[src/rtl/addsub_serial_if.sv]
// Operand/result bundle for the serial add/subtract unit.
// The master side issues start with operands; the slave side reports
// busy/done and holds the result until the next accepted start.
interface addsub_serial_if #(
   parameter int N = 8
);
   logic         start;
   logic         op;
   logic         sgn;
   logic [N-1:0] a;
   logic [N-1:0] b;
   logic         busy;
   logic         done;
   logic [N-1:0] out;
   logic         err;
   logic         carry;

   modport master (
      output start, op, sgn, a, b,
      input  busy, done, out, err, carry
   );

   modport slave (
      input  start, op, sgn, a, b,
      output busy, done, out, err, carry
   );
endinterface

[src/rtl/addsub_serial.sv]
// Multi-cycle add/subtract: an N-bit operation is processed K bits per cycle,
// least significant slice first, then flags and optional clamping are applied.
//
// state | meaning
// ------+------------------------------------------------------------------
// IDLE  | waiting for start; result registers hold the previous result
// RUN   | one K-bit slice added per cycle, running carry kept in c_r
// FIN   | flags/saturation computed, result published, done next cycle
module addsub_serial #(
   parameter int N   = 8,
   parameter int K   = 2,
   parameter int SAT = 0
) (
   input logic           clk,
   input logic           rst,
   addsub_serial_if.slave bus
);
   localparam int S  = N / K;
   localparam int IW = (S > 1) ? $clog2(S) : 1;

   localparam logic [1:0] IDLE = 2'd0;
   localparam logic [1:0] RUN  = 2'd1;
   localparam logic [1:0] FIN  = 2'd2;

   if ((N % K) != 0) begin : g_bad_slice
      $error("addsub_serial: N must be a multiple of K");
   end

   logic [1:0]    state;
   logic [N-1:0]  a_sh;
   logic [N-1:0]  b_sh;
   logic [N-1:0]  res;
   logic [IW-1:0] idx;
   logic          c_r;
   logic          op_r;
   logic          sgn_r;
   logic          a_msb;
   logic          b_msb;
   logic          busy_r;
   logic          done_r;
   logic [N-1:0]  out_r;
   logic          err_r;
   logic          carry_r;

   logic [N-1:0]  b_in;
   logic [K:0]    slice_sum;
   logic          ovf;
   logic          err_n;
   logic [N-1:0]  res_n;

   // Subtraction is a + ~b + 1: invert b at latch time, carry-in comes from op.
   always_comb begin
      b_in = bus.op ? ~bus.b : bus.b;
   end

   // Low slice of the shifting operands plus the running carry.
   always_comb begin
      slice_sum = {1'b0, a_sh[K-1:0]} + {1'b0, b_sh[K-1:0]} + {{K{1'b0}}, c_r};
   end

   // Range error and clamped result, evaluated on the full raw sum in FIN.
   always_comb begin
      ovf   = (a_msb == b_msb) && (res[N-1] != a_msb);
      err_n = 1'b0;
      res_n = res;
      if (sgn_r) begin
         err_n = ovf;
      end else begin
         err_n = op_r ? ~c_r : c_r;
      end
      if ((SAT != 0) && err_n) begin
         if (!sgn_r) begin
            res_n = op_r ? {N{1'b0}} : {N{1'b1}};
         end else begin
            res_n = a_msb ? {1'b1, {(N-1){1'b0}}} : {1'b0, {(N-1){1'b1}}};
         end
      end
   end

   // Sequencer: latch on start, one slice per RUN cycle, publish in FIN.
   always_ff @(posedge clk or posedge rst) begin
      if (rst) begin
         state   <= IDLE;
         a_sh    <= '0;
         b_sh    <= '0;
         res     <= '0;
         idx     <= '0;
         c_r     <= 1'b0;
         op_r    <= 1'b0;
         sgn_r   <= 1'b0;
         a_msb   <= 1'b0;
         b_msb   <= 1'b0;
         busy_r  <= 1'b0;
         done_r  <= 1'b0;
         out_r   <= '0;
         err_r   <= 1'b0;
         carry_r <= 1'b0;
      end else begin
         done_r <= 1'b0;
         case (state)
            IDLE: begin
               if (bus.start) begin
                  a_sh   <= bus.a;
                  b_sh   <= b_in;
                  a_msb  <= bus.a[N-1];
                  b_msb  <= b_in[N-1];
                  op_r   <= bus.op;
                  sgn_r  <= bus.sgn;
                  c_r    <= bus.op;
                  idx    <= '0;
                  res    <= '0;
                  busy_r <= 1'b1;
                  state  <= RUN;
               end
            end
            RUN: begin
               a_sh              <= a_sh >> K;
               b_sh              <= b_sh >> K;
               res[idx*K +: K]   <= slice_sum[K-1:0];
               c_r               <= slice_sum[K];
               idx               <= idx + 1'b1;
               if (idx == IW'(S - 1)) begin
                  busy_r <= 1'b0;
                  state  <= FIN;
               end
            end
            FIN: begin
               out_r   <= res_n;
               err_r   <= err_n;
               carry_r <= c_r;
               done_r  <= 1'b1;
               state   <= IDLE;
            end
            default: begin
               state <= IDLE;
            end
         endcase
      end
   end

   assign bus.busy  = busy_r;
   assign bus.done  = done_r;
   assign bus.out   = out_r;
   assign bus.err   = err_r;
   assign bus.carry = carry_r;
endmodule
[src/flat_wrapper.sv]
// flat-port wrapper written by rule: the top's interface ports become plain ports
module addsub_serial_flat 
#(
   parameter int N   = 8,
   parameter int K   = 2,
   parameter int SAT = 0
)
  (clk, rst, bus_start, bus_op, bus_sgn, bus_a, bus_b, bus_busy, bus_done, bus_out, bus_err, bus_carry);
  addsub_serial_if #(.N(N)) bus_i ();
  input logic clk;
  input logic rst;
  input wire logic [$bits(bus_i.start)-1:0] bus_start;
  input wire logic [$bits(bus_i.op)-1:0] bus_op;
  input wire logic [$bits(bus_i.sgn)-1:0] bus_sgn;
  input wire logic [$bits(bus_i.a)-1:0] bus_a;
  input wire logic [$bits(bus_i.b)-1:0] bus_b;
  output wire logic [$bits(bus_i.busy)-1:0] bus_busy;
  output wire logic [$bits(bus_i.done)-1:0] bus_done;
  output wire logic [$bits(bus_i.out)-1:0] bus_out;
  output wire logic [$bits(bus_i.err)-1:0] bus_err;
  output wire logic [$bits(bus_i.carry)-1:0] bus_carry;
  assign bus_i.start = bus_start;
  assign bus_i.op = bus_op;
  assign bus_i.sgn = bus_sgn;
  assign bus_i.a = bus_a;
  assign bus_i.b = bus_b;
  assign bus_busy = bus_i.busy;
  assign bus_done = bus_i.done;
  assign bus_out = bus_i.out;
  assign bus_err = bus_i.err;
  assign bus_carry = bus_i.carry;
  addsub_serial #(.N(N), .K(K), .SAT(SAT)) u_core (.clk(clk), .rst(rst), .bus(bus_i));
endmodule
[config.mk]
export PLATFORM = sky130hd
export DESIGN_NAME = addsub_serial_flat
export DESIGN_NICKNAME = d
export VERILOG_FILES = /design/src/rtl/addsub_serial_if.sv /design/src/rtl/addsub_serial.sv /design/src/flat_wrapper.sv
export SDC_FILE = /design/constraint.sdc
export NUM_CORES = 1
export LEC_CHECK = 0
export BUFFER_PORTS_ARGS = -buffer_cell sky130_fd_sc_hd__buf_2
export CORE_UTILIZATION = 51
export CTS_CLUSTER_SIZE = 16
export DETAILED_ROUTE_END_ITERATION = 10
export GPL_ROUTABILITY_DRIVEN = 0
export PLACE_DENSITY = 0.86
export SYNTH_ARGS = -nofsm -noshare
export SYNTH_HDL_FRONTEND = slang
export SYNTH_SLANG_ARGS = --single-unit
[constraint.sdc]
create_clock -name clk -period 1.6 [get_ports clk]
set_input_delay 0.32 -clock clk [delete_from_list [all_inputs] [get_ports clk]]
set_output_delay 0.32 -clock clk [all_outputs]
set_load 0.03 [all_outputs]
Yosys cells after proc, flatten, opt, wreduce, memory -nomap -nowiden --
Cells that the tools add are included.
Word-level totals: flip-flop bits (word level) 45
Operators by class: add/sub/neg operators 4, eq/ne operators 7, shifts and indexed selects 2, mux-type cells 21, bitwise operators 2, reduce and logical (&&, ||, !) cells 7
Operators with widths (count):
- one-hot mux 8 bit (2 select lines) | 3
- negation 3 -> 34 bit | 1
- variable shift 2 x 34 -> 8 bit (first input constant) | 1
- variable part select 2 x 34 -> 8 bit | 1
- two-way mux 8 bit | 4
- bitwise mux 8 bit | 1
- inverter 8 bit | 1
- one-hot mux 2 bit (2 select lines) | 2
- two-way mux 1 bit | 6
- two-way mux 2 bit | 3
- AND reduction 2 bit | 3
- equality test 2 bit (second input constant) | 2
- one-hot mux 1 bit (2 select lines) | 2
- adder 2 x 2 -> 3 bit | 1
- adder 3 x 1 -> 3 bit | 1
- AND reduction 3 bit | 1
- adder 2 x 1 -> 2 bit (second input constant) | 1
- equality test 2 x 1 -> 1 bit (second input constant) | 1
- logical NOT 2 bit | 1
- inequality test 2 x 1 -> 1 bit (second input constant) | 1
- inequality test 2 bit (second input constant) | 1
- nonzero test 2 bit | 1
- equality test 1 bit | 1
- logical AND 1 bit | 1
- 2 further kinds | 2

Depth between registers and ports, before layout --
Gate-level depths: netlist (run 1).
word-level depth 5, gate-level depth with buffers 6

Least setup slack after synthesis (run 1) --
Ideal clock, no wire load.
kind flip-flop to flip-flop, start point register u_core.c_r, end point register u_core.res[1], library setup time 0.122 ns, data arrival time 1.556 ns, data required time 1.478 ns, setup slack -0.077 ns, stages on the path, launching flop included 4, buffers on the path 0, cell sequence dfrtp_1 -> fa_1 -> fa_1 -> a32o_1
Between the ends: cells in the longest elaborated chain, start to end 4
RTL lines:
- start, declared | RTL line addsub_serial.sv:34 | logic c_r;
- start signal, assigned | RTL line addsub_serial.sv:109 | c_r <= bus.op;
- start signal, assigned | RTL line addsub_serial.sv:120 | c_r <= slice_sum[K];
- adder 3 x 1 -> 3 bit | RTL line addsub_serial.sv:58 | slice_sum = {1'b0, a_sh[K-1:0]} + {1'b0, b_sh[K-1:0]} + {{K{1'b0}}, c_r};
- variable part select 2 x 34 -> 8 bit | RTL line addsub_serial.sv:119 | res[idx*K +: K] <= slice_sum[K-1:0];
- bitwise mux 8 bit | RTL line addsub_serial.sv:119
- one-hot mux 8 bit (2 select lines) | RTL line addsub_serial.sv:100 | case (state)
- end signal, assigned by index | RTL line addsub_serial.sv:119
- end, declared | RTL line addsub_serial.sv:32 | logic [N-1:0] res;
No other way between the ends. A chain may end at the register's enable or synchronous reset.

Worst setup path in the final report (run 1) --
start point register u_core.a_sh[0], end point register u_core.res[1]
Between the ends: cells in the longest elaborated chain, start to end 5
RTL lines:
- start, declared | RTL line addsub_serial.sv:30 | logic [N-1:0] a_sh;
- start signal, assigned | RTL line addsub_serial.sv:103 | a_sh <= bus.a;
- start signal, assigned | RTL line addsub_serial.sv:117 | a_sh <= a_sh >> K;
- adder 2 x 2 -> 3 bit | RTL line addsub_serial.sv:58
- adder 3 x 1 -> 3 bit | RTL line addsub_serial.sv:58
- variable part select 2 x 34 -> 8 bit | RTL line addsub_serial.sv:119
- bitwise mux 8 bit | RTL line addsub_serial.sv:119
- one-hot mux 8 bit (2 select lines) | RTL line addsub_serial.sv:100
No other way between the ends.

==> qor.yml, run 1 <==
status: "complete, but fails checks"
violations: "negative setup slack"
r2r_cells: 3
first_global_vias: 1575
wl_per_cell_um: 15.3
ioPinCount: 33
worstSkewPairLatency_ns: 0.30
start_kind: "flop"
drtIter0Drc: 88
synth_area_per_cell_um2: 10.9
intPower_uw: 2890
p_leak_uw: 0.00130
criticalPathCategory: "reg -> reg"
wl_um: 4630
cts_root_buf: "clkbuf_8"
nFillCells: 322
coreArea_um2: 4060
power_frac_clock: 0.142
finalMaxSlewViolations: 0
hold_path.class: "in -> async"
drive_gt1_frac: 0.329
ys_ff_latch: 45
yosysSeqAreaShare: 0.513
grt_pass1_wl_um: 7220
diodes: 0
setup_viol: 1
grt_usage: 0.220
worst_slew_pin_slew_ns: 0.367
fin_skew_ns: 0.00151
start_util: 0.541
area_growth_pct: 21.6
vias: 1711
cts_max_level: 2
hold_viol: 0
postRouteAntennaNets: 0
seqPwrFrac: 0.386
grt_max_degree: 46
final_cells: 302
syn_nets: 229
cts_tree: "yes"
fp.dieH_um: 67.6
place_area_um2: 2510
antenna_found_initial: 0
power.share.combinational: 0.472
synthArstFlopShare: 1.00
swShare: 0.393
cts_max_path_buffers: 2
syn-cell-area_um2: 2200
remaining_drc_errors: 0
final_core_util: 0.658
power_uw: 4770
post-dp-hpwl_um: 3160
crit_required_ns: 1.79
io_buffers: 32
drv_cap: 0
die_x_um: 67.6
p_switching_uw: 1870
cts_buffers: 5
drtPass1Iterations: 4
holdWs_ns: 0.0483
post-route-min-period_ns: 1.60
fmax_mhz: 624
dp_cells: 290
worstPathArrival_ns: 1.80
synth_edf_count: 0
endpoint_kind: "flop"
via_per_inst: 5.67
rsz0062_at_grt: "true"
ys_warn_count: 0
cp_max_fo: 4
p_per_area_nw_per_um2: 1790
timing.slew.headroom: 0.754
numClockSinks: 45
dieArea_um2: 4570
nets: 278
fp-row-count: 23
clkTransAtPathRegs_ns: 0.08
overflow: 0
finalCritPeriodShare: 1.00
syn_inst: 202
yosys.cell_types.count: 34
ys.flop_type: "dfrtp_1"
setup_ws_ns: -0.00267
fin_area_um2: 2670
vdd_drop_max_v: 0.000980
[layout by cell type, fill, tap and decap left out, drive strengths merged, types with 4 or more instances in the layout]
cell type | synthesis | routed
buf | 11 | 56
dfrtp | 45 | 45
nand2 | 26 | 26
o21ai | 14 | 14
a21oi | 13 | 13
nor2b | 11 | 11
a22oi | 11 | 11
mux2 | 9 | 9
inv | 9 | 8
clkbuf | 3 | 8
a22o | 6 | 6
xor2 | 5 | 5
xnor2 | 4 | 4
o32ai | 4 | 4
a221o | 4 | 4
ha | 4 | 4
[cell families after synthesis]
group | after synthesis | synth area share
adders and majority gates | 6 | 0.0410
muxes | 9 | 0.0462
buffers and inverters | 23 | 0.0564
DFF | 45 | 0.513
AOI/OAI and AO/OA | 58 | 0.183
and+or+nand+nor | 52 | 0.125
xor gates and xnor gates | 9 | 0.0359
[routing by layer]
layer | vias up | track usage | part of all wire
met4 | 0 | 0.104 | 0.026
met2 | 43 | 0.363 | 0.50
li1 | 812 | - | -
met3 | 13 | 0.0405 | 0.036
met1 | 843 | 0.277 | 0.44
met5 | - | 0 | 0
[worst max-delay path: stages, from the launching register on]
cell and delay, ns:
dfrtp_1 0.41, fa_2 0.40, fa_2 0.45, a32o_1 0.23
[power groups by stage]
stage | clock (µW) | combinational [µW] | sequential [µW]
6_report | 677 | 2250 | 1840
5_1_grt | 743 | 2450 | 1890
4_1_cts | 692 | 2040 | 1830
3_5_place_dp | 0 | 1990 | 1860
3_3_place_gp | 0 | 1940 | 1830
2_1_floorplan | 0 | 1250 | 1960
[Yosys cell counts, types with 2 or more instances]
cell / n / area share
mux2_2: 9 / 0.046
a32o_1: 2 / 0.0091
xor2_1: 5 / 0.020
nor2b_1: 11 / 0.031
o21ai_0: 14 / 0.032
nand2b_1: 3 / 0.0085
dfrtp_1: 45 / 0.51
a21oi_1: 13 / 0.030
buf_6: 3 / 0.015
a21o_1: 2 / 0.0068
clkbuf_1: 3 / 0.0051
xnor2_1: 4 / 0.016
nand2_1: 26 / 0.044
buf_4: 2 / 0.0068
nor2_1: 2 / 0.0034
a221o_2: 3 / 0.015
a22oi_1: 11 / 0.038
nor4b_1: 2 / 0.0080
a22o_1: 6 / 0.024
buf_2: 6 / 0.014
inv_1: 9 / 0.015
ha_1: 4 / 0.023
nand3b_1: 2 / 0.0068
fa_1: 2 / 0.018
o32ai_1: 4 / 0.016
[state kept, by name (all words and copies together), names as in the netlist]
signal and count:
u_core.op_r 1, u_core.state 2, u_core.b_msb 1, u_core.bus.busy 1, u_core.res 8, u_core.bus.carry 1, u_core.c_r 1, u_core.b_sh 8
u_core.bus.out 8, u_core.a_msb 1, u_core.idx 2, u_core.a_sh 8, u_core.bus.err 1, u_core.bus.done 1, u_core.sgn_r 1
[stage by stage]
| step | TNS (ns) | setup WS (ns) |
|---|---|---|
| 6_report | -0.00267 | -0.00267 |
| 5_1_grt | -0.0558 | -0.0270 |
| 4_1_cts | -0.148 | -0.0570 |
| 3_5_place_dp | -0.231 | -0.0777 |
| 3_3_place_gp | -0.162 | -0.0566 |
| 2_1_floorplan | -0.0620 | -0.0310 |
[what timing repair did]
| action | CTS | global route |
|---|---|---|
| resized for setup | 2 | 7 |
| hold buffers | 0 | 0 |
| pin swaps | 1 | 2 |
| setup buffers | 1 | 3 |
| endpoints found under the setup margin | 5 | 8 |
[layout make-up]
cell class | count | area, µm² | area share
clock buffers | 8 | 80.1 | 0.0300
inverters | 9 | 33.8 | 0.0127
multi-input cells | 134 | 1000 | 0.375
flip-flops and latches | 45 | 1130 | 0.422
well taps | 50 | 62.6 | 0.0234
repair buffers | 56 | 365 | 0.137
[path summary, 6_finish.rpt]
path,start,endpoint,slack (ns)
min,rst,u_core.bus.done$_DFF_PP0_,0.05
max,u_core.a_sh[0]$_DFFE_PP0P_,u_core.res[1]$_DFFE_PP0P_,-0.003
min reg2reg,u_core.bus.busy$_DFFE_PP0P_,u_core.bus.busy$_DFFE_PP0P_,0.47
max in group asynchronous,rst,u_core.b_sh[5]$_DFFE_PP0P_,1.34
min in group clk,bus_sgn,u_core.sgn_r$_DFFE_PP0P_,0.20
max reg2reg,u_core.a_sh[0]$_DFFE_PP0P_,u_core.res[1]$_DFFE_PP0P_,-0.003
No activity file was read; power rests on OpenSTA's default activity.
==> run 2: changes to the inputs <==
- CORE_MARGIN: default -> 5
==> run 2 against run 1 <==
The flow still finishes with violations (negative setup slack); sequential share of layout area increased by 0.70 points; fmax fell by 0.98%; critical path depth unchanged; core utilization is 1.5 points lower; clock power fell by 5.3%; clock skew increased by 0.0041 ns; routed wire length decreased by 2.3%; design area is 1.6% lower; register-to-register slack worse by 0.02 ns; total power down 2.8%; die area up 25%; clock-buffer cell count shrank 3; critical endpoint unchanged.
==> qor.yml, run 2 (synthesis results as in run 1) <==
drive_gt1_frac: 0.331
finalMaxSlewViolations: 0
status: "complete, but fails checks"
first_global_vias: 1618
wl_um: 4530
timing.slew.headroom: 0.763
crit_buf_inv: 0
cts_root_buf: "clkbuf_8"
r2r_cells: 3
crit_end: "u_core.res[1]$_DFFE_PP0P_"
overflow: 0
ioPinCount: 33
wl_per_cell_um: 15.2
dieArea_um2: 5720
crit_top_cell: "fa_2"
r2r_setup_slack_ns: -0.02
power_uw: 4640
startpoint: "u_core.a_sh[0]$_DFFE_PP0P_"
antenna_found_initial: 0
fmax_mhz: 618
r2r_end: "u_core.res[1]$_DFFE_PP0P_"
fp.dieH_um: 75.6
violations: "negative setup slack"
grt_max_degree: 46
start_util: 0.537
finalCritPeriodShare: 1.01
grt_pass1_wl_um: 7530
cts_max_path_buffers: 2
grt_usage: 0.175
cts_max_level: 2
setup_ws_ns: -0.0185
worstSkewPairLatency_ns: 0.30
place_area_um2: 2480
post-dp-hpwl_um: 3150
fin_skew_ns: 0.00563
hold_path.class: "in -> async"
numClockSinks: 45
p_leak_uw: 0.00129
io_buffers: 32
nets: 276
cp_max_fo: 4
p_per_area_nw_per_um2: 1770
cp_num_cells: 3
holdBufCountCts: 0
dp_cells: 288
final_cells: 298
drtPass1Iterations: 4
drv_cap: 0
crit_required_ns: 1.79
die_x_um: 75.6
hold_viol: 0
critPathSlowestCell: "fa_2"
worstPathCellList: "fa_2, fa_2, a32o_1"
coreArea_um2: 4090
pre_cts_ws_ns: -0.0989
worstPathArrival_ns: 1.81
post-route-min-period_ns: 1.62
fin_area_um2: 2630
remaining_drc_errors: 0
path_delay_family: "adder cells"
fp-row-count: 23
start_kind: "flop"
mostFrequentLayoutCells: "45 x dfrtp_1, 32 x buf_2, 26 x nand2_1"
diodes: 0
setup_viol: 1
final_core_util: 0.643
worst_slew_pin_slew_ns: 0.353
reg2reg_from: "u_core.a_sh[0]$_DFFE_PP0P_"
endpoint_kind: "flop"
final_common_cell: "dfrtp_1"
nFillCells: 354
drtIter0Drc: 72
postRouteAntennaNets: 0
clkTransAtPathRegs_ns: 0.08
via_per_inst: 5.54
rsz0062_at_grt: "true"
cts_buffers: 5
area_growth_pct: 19.6
vdd_drop_max_v: 0.000691
vias: 1651
slowest_delay_ns: 0.46
cts_tree: "yes"
criticalPathCategory: "reg -> reg"
[run 2: final cells by class]
cell class | instances | area [µm²] | share of cell area
flip-flops and latches | 45 | 1130 | 0.429
multi-input cells | 134 | 992 | 0.378
repair buffers | 54 | 338 | 0.129
clock buffers | 5 | 68.8 | 0.0262
well taps | 50 | 62.6 | 0.0238
inverters | 9 | 33.8 | 0.0129
clock inverters | 1 | 5.00 | 0.00191
[run 2: repair_timing]
item | 4_1_cts | 5_1_grt
endpoints found under the setup margin | 6 | 17
buffers inserted | 1 | 3
gates cloned | 0 | 0
gates resized for setup | 2 | 6
pin swaps | 2 | 5
[run 2: power by group]
group	leakage [µW]	switching (µW)	internal (µW)
sequential	0.000589	311	1530
clock	0.0000399	353	287
combinational	0.000657	1160	996
[run 2: metrics by stage]
stage                     hold slack, ns  setup TNS, ns
after floorplan                    0.425        -0.0620
after global placement             0.375         -0.171
after detailed placement           0.379         -0.330
after CTS                         0.0508         -0.203
after global routing              0.0686         -0.150
final                             0.0474        -0.0185
[run 2: worst min path at each step]
stage,start,end,slack [ns]
floorplan,bus_a[7],u_core.a_msb$_DFFE_PP0P_,0.43
global placement,rst,u_core.bus.done$_DFF_PP0_,0.37
detailed placement,rst,u_core.bus.done$_DFF_PP0_,0.38
CTS,rst,u_core.idx[1]$_DFFE_PP0P_,0.05
global route,rst,u_core.bus.done$_DFF_PP0_,0.07
finish,rst,u_core.bus.out[3]$_DFFE_PP0P_,0.05
[run 2: metal layers]
layer	wire length, µm	track usage	vias to the layer above
met3	261	0.0277	4
met4	53	0.0699	0
met1	2040	0.236	798
met2	2170	0.283	46
li1	-	-	803
met5	0	0	-
[run 2: worst reg2reg max path, cell delays in order (launching register included)]
cell and delay (ns):
dfrtp_1 0.41, fa_2 0.40, fa_2 0.46, a32o_1 0.24
